<file path="config.mk">
export PLATFORM = sky130hd
export DESIGN_NAME = seq_match_ctrl
export DESIGN_NICKNAME = d
export VERILOG_FILES = /design/src/rtl/seq_match_pkg.sv /design/src/rtl/seq_window.sv /design/src/rtl/seq_match_ctrl.sv
export SDC_FILE = /design/constraint.sdc
export NUM_CORES = 1
export LEC_CHECK = 0
export CORE_UTILIZATION = 51
export CTS_CLUSTER_DIAMETER = 120
export DETAILED_ROUTE_END_ITERATION = 6
export GPL_ROUTABILITY_DRIVEN = 0
export PLACE_DENSITY = 0.76
export SLEW_MARGIN = 30
export SYNTH_ARGS = -nofsm -noshare
export SYNTH_HDL_FRONTEND = slang
export SYNTH_SLANG_ARGS = --single-unit
</file>
<file path="constraint.sdc">
create_clock -name clk -period 2.68 [get_ports clk]
set_input_delay 0.268 -clock clk [delete_from_list [all_inputs] [get_ports clk]]
set_output_delay 0.268 -clock clk [all_outputs]
set_load 0.01 [all_outputs]
</file>
<file path="src/rtl/seq_match_pkg.sv">
// seq_match_pkg: shared definitions for the serial pattern matcher.
//   state_t     : run-controller FSM states (IDLE/ARM/RUN/DONE)
//   STATE_W     : width of the state encoding
//   PAT_RST_DEF : default pattern loaded by clr
package seq_match_pkg;

    localparam int STATE_W = 2;

    typedef enum logic [STATE_W-1:0] {
        ST_IDLE = 2'b00,
        ST_ARM  = 2'b01,
        ST_RUN  = 2'b11,
        ST_DONE = 2'b10
    } state_t;

    localparam logic [2:0] PAT_RST_DEF = 3'b101;

endpackage

</file>
<file path="src/rtl/seq_window.sv">
// seq_window: match window for seq_match_ctrl.
//   A shift register that holds the most recent bits (the MSB is the oldest), a
//   fill counter that tracks how many fresh bits have entered since the last
//   clear, and the comparator.
// Ports:
//   clk, clr   clock / synchronous active-high reset
//   shift      take x into the window this cycle
//   clear      drop the window contents and the fill count (has priority over shift)
//   x          serial data bit
//   pattern    pattern to compare against
//   full       the window is full once this cycle's bit is in
//   hit        this cycle's bit completes a full window equal to pattern
module seq_window #(
    parameter int PAT_W = 3
) (
    input  logic             clk,
    input  logic             clr,
    input  logic             shift,
    input  logic             clear,
    input  logic             x,
    input  logic [PAT_W-1:0] pattern,
    output logic             full,
    output logic             hit
);

    localparam int FILL_W = $clog2(PAT_W + 1);

    logic [PAT_W-1:0]  window;
    logic [PAT_W-1:0]  win_nxt;
    logic [FILL_W-1:0] fill;

    assign win_nxt = {window[PAT_W-2:0], x};

    // With PAT_W-1 bits already in place, the incoming bit completes the window.
    assign full = (fill >= FILL_W'(PAT_W - 1));
    assign hit  = shift && full && (win_nxt == pattern);

    always_ff @(posedge clk) begin
        if (clr || clear) begin
            window <= '0;
            fill   <= '0;
        end else if (shift) begin
            window <= win_nxt;
            if (fill != FILL_W'(PAT_W))
                fill <= fill + 1'b1;
        end
    end

endmodule

</file>
<file path="src/rtl/seq_match_ctrl.sv">
// seq_match_ctrl: run controller for a serial bit-pattern matcher.
//   Holds a configurable pattern, arms on start, shifts qualified bits into a
//   match window, counts matches, and stops on reaching the target count, on
//   stop, or (optionally) on timeout.
// Optional feature: define SEQ_MATCH_TIMEOUT_EN to enable the idle-cycle
//   timeout (TIMEOUT_CYC busy cycles without a match abort the run). Without
//   it, timeout is tied to 0.
// Ports:
//   clk, clr      clock / synchronous active-high reset
//   cfg_we        config write strobe (taken in IDLE and DONE only)
//   cfg_pattern   pattern to match, MSB = oldest bit
//   cfg_overlap   1: overlapping matches allowed
//   cfg_target    match count that ends the run, 0 = run until stop
//   start, stop   begin a run / abort a run
//   x, x_valid    serial data bit and its qualifier
//   match         1-cycle pulse, the cycle after the completing bit
//   match_cnt     matches in this run, saturating
//   busy, done    state levels (ARM/RUN, DONE)
//   timeout       set on a timeout abort, cleared by start or clr
module seq_match_ctrl
    import seq_match_pkg::*;
#(
    parameter int               PAT_W       = 3,
    parameter logic [PAT_W-1:0] PAT_RST     = PAT_W'(PAT_RST_DEF),
    parameter int               CNT_W       = 8,
    parameter int               TIMEOUT_CYC = 1000
) (
    input  logic             clk,
    input  logic             clr,
    input  logic             cfg_we,
    input  logic [PAT_W-1:0] cfg_pattern,
    input  logic             cfg_overlap,
    input  logic [CNT_W-1:0] cfg_target,
    input  logic             start,
    input  logic             stop,
    input  logic             x,
    input  logic             x_valid,
    output logic             match,
    output logic [CNT_W-1:0] match_cnt,
    output logic             busy,
    output logic             done,
    output logic             timeout
);

    state_t           state, state_nxt;
    logic [PAT_W-1:0] pat_q;
    logic             ovl_q;
    logic [CNT_W-1:0] tgt_q;

    logic             idle_s, busy_s;
    logic             run_start, stop_acc, shift, win_clear;
    logic             full, hit, tgt_hit, tmo;
    logic [CNT_W-1:0] cnt_inc;

    assign busy_s    = (state == ST_ARM) || (state == ST_RUN);
    assign idle_s    = !busy_s;
    assign run_start = start && idle_s;
    assign stop_acc  = stop && busy_s;
    // stop drops a same-cycle bit, so it can never produce a match.
    assign shift     = x_valid && busy_s && !stop;

    assign cnt_inc = (match_cnt == '1) ? match_cnt : match_cnt + 1'b1;
    assign tgt_hit = hit && (tgt_q != '0) && (cnt_inc == tgt_q);

    // Without overlap a match consumes the window: PAT_W fresh bits are needed.
    assign win_clear = run_start || stop_acc || tmo || (hit && !ovl_q);

    seq_window #(.PAT_W(PAT_W)) u_win (
        .clk     (clk),
        .clr     (clr),
        .shift   (shift),
        .clear   (win_clear),
        .x       (x),
        .pattern (pat_q),
        .full    (full),
        .hit     (hit)
    );

`ifdef SEQ_MATCH_TIMEOUT_EN
    localparam int TMO_W = $clog2(TIMEOUT_CYC + 1);
    logic [TMO_W-1:0] tcnt;

    always_ff @(posedge clk) begin
        if (clr || run_start || hit || !busy_s)
            tcnt <= '0;
        else
            tcnt <= tcnt + 1'b1;
    end

    // A match on the expiring cycle restarts the count; stop wins over expiry.
    assign tmo = busy_s && !stop && !hit && (tcnt == TMO_W'(TIMEOUT_CYC - 1));
`else
    assign tmo = 1'b0;
`endif

    // FSM: state register
    always_ff @(posedge clk) begin
        if (clr)
            state <= ST_IDLE;
        else
            state <= state_nxt;
    end

    // FSM: next state
    always_comb begin
        state_nxt = state;
        unique case (state)
            ST_IDLE, ST_DONE: begin
                if (start)
                    state_nxt = ST_ARM;
            end
            ST_ARM, ST_RUN: begin
                if (stop || tmo)
                    state_nxt = ST_IDLE;
                else if (tgt_hit)
                    state_nxt = ST_DONE;
                else if (hit && !ovl_q)
                    state_nxt = ST_ARM;
                else if (shift && full)
                    state_nxt = ST_RUN;
            end
            default: state_nxt = ST_IDLE;
        endcase
    end

    // FSM: outputs
    always_comb begin
        busy = 1'b0;
        done = 1'b0;
        unique case (state)
            ST_ARM, ST_RUN: busy = 1'b1;
            ST_DONE:        done = 1'b1;
            default:        ;
        endcase
    end

    // Config is frozen while a run is in progress.
    always_ff @(posedge clk) begin
        if (clr) begin
            pat_q <= PAT_RST;
            ovl_q <= 1'b1;
            tgt_q <= '0;
        end else if (cfg_we && idle_s) begin
            pat_q <= cfg_pattern;
            ovl_q <= cfg_overlap;
            tgt_q <= cfg_target;
        end
    end

    always_ff @(posedge clk) begin
        if (clr) begin
            match     <= 1'b0;
            match_cnt <= '0;
            timeout   <= 1'b0;
        end else begin
            match <= hit;
            if (run_start)
                match_cnt <= '0;
            else if (hit)
                match_cnt <= cnt_inc;
            if (run_start)
                timeout <= 1'b0;
            else if (tmo)
                timeout <= 1'b1;
        end
    end

endmodule
</file>
# [After elaboration in Yosys (flattened, before gate mapping)]
# Index checks and enable logic that the tools add are counted.
[totals] register_bits=27 input_bits=19 elab_cells=53
[classes] add_sub_neg=2 order_cmp=1 n_eq_ne=9 n_mux=9 n_reduce_logical=24
[op_table] op="1-bit logical AND" n=10
[op_table] op="2-bit two-way mux" n=5
[op_table] op="8-bit by 1-bit adder with 8-bit output (second input constant)" n=1
[op_table] op="8-bit == test" n=1
[op_table] op="8-bit == test (second input constant)" n=1
[op_table] op="8-bit two-way mux" n=1
[op_table] op="8-bit nonzero test" n=1
[op_table] op="2-bit OR reduction" n=3
[op_table] op="5-bit inequality test (second input constant)" n=1
[op_table] op="2-bit == test (second input constant)" n=2
[op_table] op="1-bit logical OR" n=4
[op_table] op="2-bit inequality test (second input constant)" n=2
[op_table] op="2-bit one-hot mux with 2 select lines" n=1
[op_table] op="2-bit AND reduction" n=2
[op_table] op="3-bit == test" n=1
[op_table] op="1-bit zero test" n=3
[op_table] op="2-bit by 1-bit adder with 2-bit output (second input constant)" n=1
[op_table] op="2-bit by 1-bit == test with 1-bit output (second input constant)" n=1
[op_table] op="2-bit greater-or-equal comparator (second input constant)" n=1
[op_table] op="2-bit zero test" n=1
[op_table] op="1-bit two-way mux" n=2

# [Logic depth before layout (Yosys ltp)]
[depth] depth_word=11 depth_mapped=8

# [Modules after synthesis]
# From an unflattened synthesis, not the netlist that was laid out.
[unflattened] cells_unflattened=193 area_unflattened_um2=1647.8
[by_module_without_submodules] mod="seq_match_ctrl" n_inst=1 cells_per_inst=171 area_per_inst_um2=1425.1 seq_area_each_um2=460.4
[by_module_without_submodules] mod="seq_window" n_inst=1 cells_per_inst=22 area_per_inst_um2=222.7 seq_area_each_um2=80.1

# [Worst setup path before layout]
# OpenSTA, ideal clock, no wires.
[synth_timing] path_type="register to register" start="register match_cnt[0]" end="register state[0]" t_arrival_ns=2.057 required_time_ns=2.565 setup_slack_ns=0.508 path_stages_with_launch=8 period_less_slack_ns=2.172 path_cell_list="dfxtp_1 ha_1 clkbuf_1 nand3b_1 nor3_1 or3b_1 or4_1 o21a_1"
[synth_via] elab_chain_cells=7 elab_cells_between_ends=10 cone_classes="add/sub (1); eq/ne (3); mux (4); reduce/logical (2)"
[synth_rtl] element="start: declaration" line="seq_match_ctrl.sv:39" text="output logic [CNT_W-1:0] match_cnt,"
[synth_rtl] element="start signal: assignment" line="seq_match_ctrl.sv:160" text="match_cnt <= cnt_inc;"
[synth_rtl] element="8-bit by 1-bit adder with 8-bit output or 8-bit == test (tied branches)" line="seq_match_ctrl.sv:62" text="assign cnt_inc = (match_cnt == '1) ? match_cnt : match_cnt + 1'b1;"
[synth_rtl] element="8-bit two-way mux *" line="seq_match_ctrl.sv:62"
[synth_rtl] element="8-bit == test *" line="seq_match_ctrl.sv:63" text="assign tgt_hit = hit && (tgt_q != '0) && (cnt_inc == tgt_q);"
[synth_rtl] element="1-bit logical AND *" line="seq_match_ctrl.sv:63"
[synth_rtl] element="2-bit two-way mux" line="seq_match_ctrl.sv:115" text="else if (tgt_hit)"
[synth_rtl] element="2-bit two-way mux" line="seq_match_ctrl.sv:113" text="if (stop || tmo)"
[synth_rtl] element="2-bit one-hot mux with 2 select lines" line="seq_match_ctrl.sv:107" text="unique case (state)"
[synth_rtl] element="end signal: assignment" line="seq_match_ctrl.sv:101" text="state <= state_nxt;"
[synth_rtl] element="end: declaration" line="seq_match_ctrl.sv:45" text="state_t state, state_nxt;"
# Every way passes the cells marked *; elsewhere a longest branch is shown, timed or not.
# A chain may end at the register's enable or synchronous reset.

# [Final worst setup path]
# Same ends and word-level chain as after synthesis.

==> summary.md <==
| Metric | Value |
|---|---|
| Status | finished with violations |
| Failing checks | DRC |
| Switch share | 0.259 |
| Antenna violations before repair | 0 |
| EDFF count, synth | 0 |
| Crit path DAT | approximately 2500 ps |
| Hold violation total from the final report | 0 |
| Area grow syn2layout | 20.3% |
| Setup TNS | 0 ps |
| DR vias | approximately 1.5k |
| CTS Root Cell | clkbuf_4 |
| Storage cell area | 541 µm² |
| Ys async rst share | 0 |
| Ant diodes | 0 |
| Pins over their slew limit | 0 |
| # DRC | 2 |
| CTS resizes | 0 |
| Row count | 19 |
| Reg clk slew, reported paths | ~150 ps |
| Clock Power Share | 0.250 |
| # IOs | 31 |
| Final period util | 0.858 |
| Power density cells | 382 nW/µm² |
| Worst vdd rail ir drop | 0.292 mV |
| Initial Util | 0.551 |
| Ys Warns | 0 |
| Pint | approximately 530 µW |
| DPL Wire Length | between 2 and 3 mm |
| CP max FO | 11 |
| Antenna Violating Nets Remaining | 0 |
| CTS tree | done |
| Relative slew slack | 0.520 |
| Ys flop type | dfxtp_1 |
| Final setup vio count | 0 |
| Postcts setup bufs | 0 |
| CP startpoint kind | flip-flop |
| Syn Inst Count | between 150 and 200 |
| Worst setup EP type | flip-flop |
| Hold Slack | between 400 and 500 ps |
| Global-route wire length before repair | between 5 and 6 mm |
| Via-per-instance ratio | ~5.9 |
| Drt pass-1 iters | 6 |
| Multi-input logic area | ~940 µm² |
| Cell family with most CP delay | simple AND/OR/NAND/NOR gates |
| H-tree depth | 1 |
| Buf+Inv Stages, Crit Path | 0 |
| Share of cells above drive strength 1 | 0.0461 |
| Clk_lat worst skew | about 320 ps |
| Combinational Power Share | 0.143 |
| Die width | ~57 µm |
| Commonest non-fill, non-tap cells in the layout | nand2_1 (30), clkdlybuf4s50_1 (29), dfxtp_1 (27), a21oi_1 (17), nor2_1 (13) |
| Vias in the first global route | 1,367 |
| Sequential fraction of the synthesis area | 0.350 |
| Synth Register Bits | 27 |
| Max stage delay on crit path | about 480 ps |
| Die height | 57.1 µm |
| Syn_nets | between 200 and 250 |
| Largest net degree at the start of global routing | 16 |
| Slew @ Worst Pin | 718 ps |
| Hold buffers post-CTS | 0 |
| Final net count | between 200 and 250 |
| Die area | approximately 3300 µm² |
| Worst min path class | in2reg |
| Mean Syn Cell Area | 7.93 µm² |
| Wire per inst | around 14 µm |
| Total track usage | 0.232 |
| Yosys cell types | 43 |
| Clk sink count | 27 |
| Core Footprint | 2810 µm² |
| Final WL | 3.51 mm |
| Switching power | 185 µW |
| F_max | between 400 and 500 MHz |
| Port Buffer Count | 29 |
| RSZ-0062 raised after global routing | false |
| Initial DRC Count | 77 |
| CP Data Required Time | around 3000 ps |
| CP max stage cell | dfxtp_1 |
| Final min period | between 2000 and 2500 ps |
| Reg power frac | 0.607 |
| Grt total ovfl | 0 |
| Clk buf depth | 2 |
| Crit path kind | reg2reg |
| Synthesized cell area | ~1500 µm² |
| Leakage power | around 0.70 nW |
| Clk_skew | ~3.5 ps |
| Filler cells | roughly 250 |
| MaxCap Viol Count | 0 |
| Worst-path cell chain | ha_1 > and4_1 > a22o_1 > nand4_1 > or4_1 > o21a_1 |
| CTS buffer count | 3 |
| Commonest non-fill, non-tap cell in the layout | nand2_1 |
flip-flops by register name, summed over array words and instances (netlist names):
| name | flops |
|---|---|
| match | 1 |
| match_cnt | 8 |
| ovl_q | 1 |
| pat_q | 3 |
| state | 2 |
| tgt_q | 8 |
| u_win.fill | 2 |
| u_win.window | 2 |
power groups by stage:
stage | registers, mW | clock network, mW | logic, mW
5_1_grt | 0.435 | 0.197 | 0.113
3_5_place_dp | 0.441 | 0 | 0.102
4_1_cts | 0.432 | 0.184 | 0.102
3_3_place_gp | 0.439 | 0 | 0.0990
6_report | 0.432 | 0.178 | 0.101
2_1_floorplan | 0.433 | 0 | 0.0633
path summary, 6_finish.rpt:
| kind | start | end | slack (ps) | depth (start not counted) |
|---|---|---|---|---|
| worst max register to register | match_cnt[0] | state[0] | 380 | 6 |
| worst max-delay path | match_cnt[0] | state[0] | 380 | 6 |
| worst min register to register | pat_q[1] | pat_q[1] | 500 | 2 |
| worst min-delay path | cfg_target[2] | tgt_q[2] | 470 | 3 |
cell usage after synthesis (2+ instances only):
cell type | count | area, µm²
nand4_1 | 7 | 43.8
ha_1 | 3 | 37.5
o211ai_1 | 3 | 22.5
xnor2_1 | 6 | 52.6
clkbuf_1 | 8 | 30.0
mux2i_1 | 3 | 30.0
a211oi_1 | 4 | 30.0
nor3_1 | 2 | 10.0
nand2_1 | 30 | 113
nor2_1 | 13 | 48.8
buf_2 | 4 | 20.0
and3_1 | 3 | 18.8
nor4_1 | 3 | 18.8
nand3b_1 | 6 | 45.0
dfxtp_1 | 27 | 541
nand2b_1 | 6 | 37.5
o22ai_1 | 2 | 12.5
a21oi_1 | 17 | 85.1
xor2_1 | 10 | 87.6
buf_4 | 2 | 15.0
nand3_1 | 7 | 35.0
a311oi_1 | 2 | 17.5
nor2b_1 | 7 | 43.8
per-stage QoR:
| stage | power [mW] | utilization | instances | instance area [µm²] | worst slack, ps |
|---|---|---|---|---|---|
| 2_1_floorplan | 0.497 | - | 195 | 1550 | 508 |
| 3_3_place_gp | 0.538 | 0.653 | 244 | 1830 | 510 |
| 3_5_place_dp | 0.543 | 0.653 | 244 | 1830 | 418 |
| 4_1_cts | 0.718 | 0.663 | 248 | 1860 | 407 |
| 5_1_grt | 0.745 | 0.663 | 248 | 1860 | 243 |
| 6_report | 0.711 | 0.663 | 248 | 1860 | 381 |
worst register-to-register path: cells and delay by family (launching register included):
kind | cells | cell delay [ps]
AO/OA/AOI/OAI | 2 | 430
AND/OR/NAND/NOR | 3 | 970
flip-flops | 1 | 480
adder cells (fa/ha/maj) | 1 | 350
final cells by class:
cell class,instances,area share
well taps,31,0.0208
repair buffers,32,0.168
clock buffers,3,0.0121
flip-flops and latches,27,0.291
clock inverters,1,0.00269
multi-input cells,153,0.504
inverters,1,0.00202
per-layer routing:
layer | wire (µm) | global-route usage
met5 | 0 | 0
met4 | 30 | 0.0801
met2 | 1710 | 0.402
met1 | 1580 | 0.305
met3 | 190 | 0.0204
logic make-up after synthesis:
logic type                 after synthesis  synth area share
muxes                                    3            0.0194
other                                    1           0.00242
adders and majority gates                3            0.0243
xor gates and xnor gates                16            0.0906
AOI/OAI and AO/OA                       37             0.155
buffers and inverters                   15            0.0445
DFF                                     27             0.350
and+or+nand+nor                         93             0.315
Power figures use the tool's default switching activity.
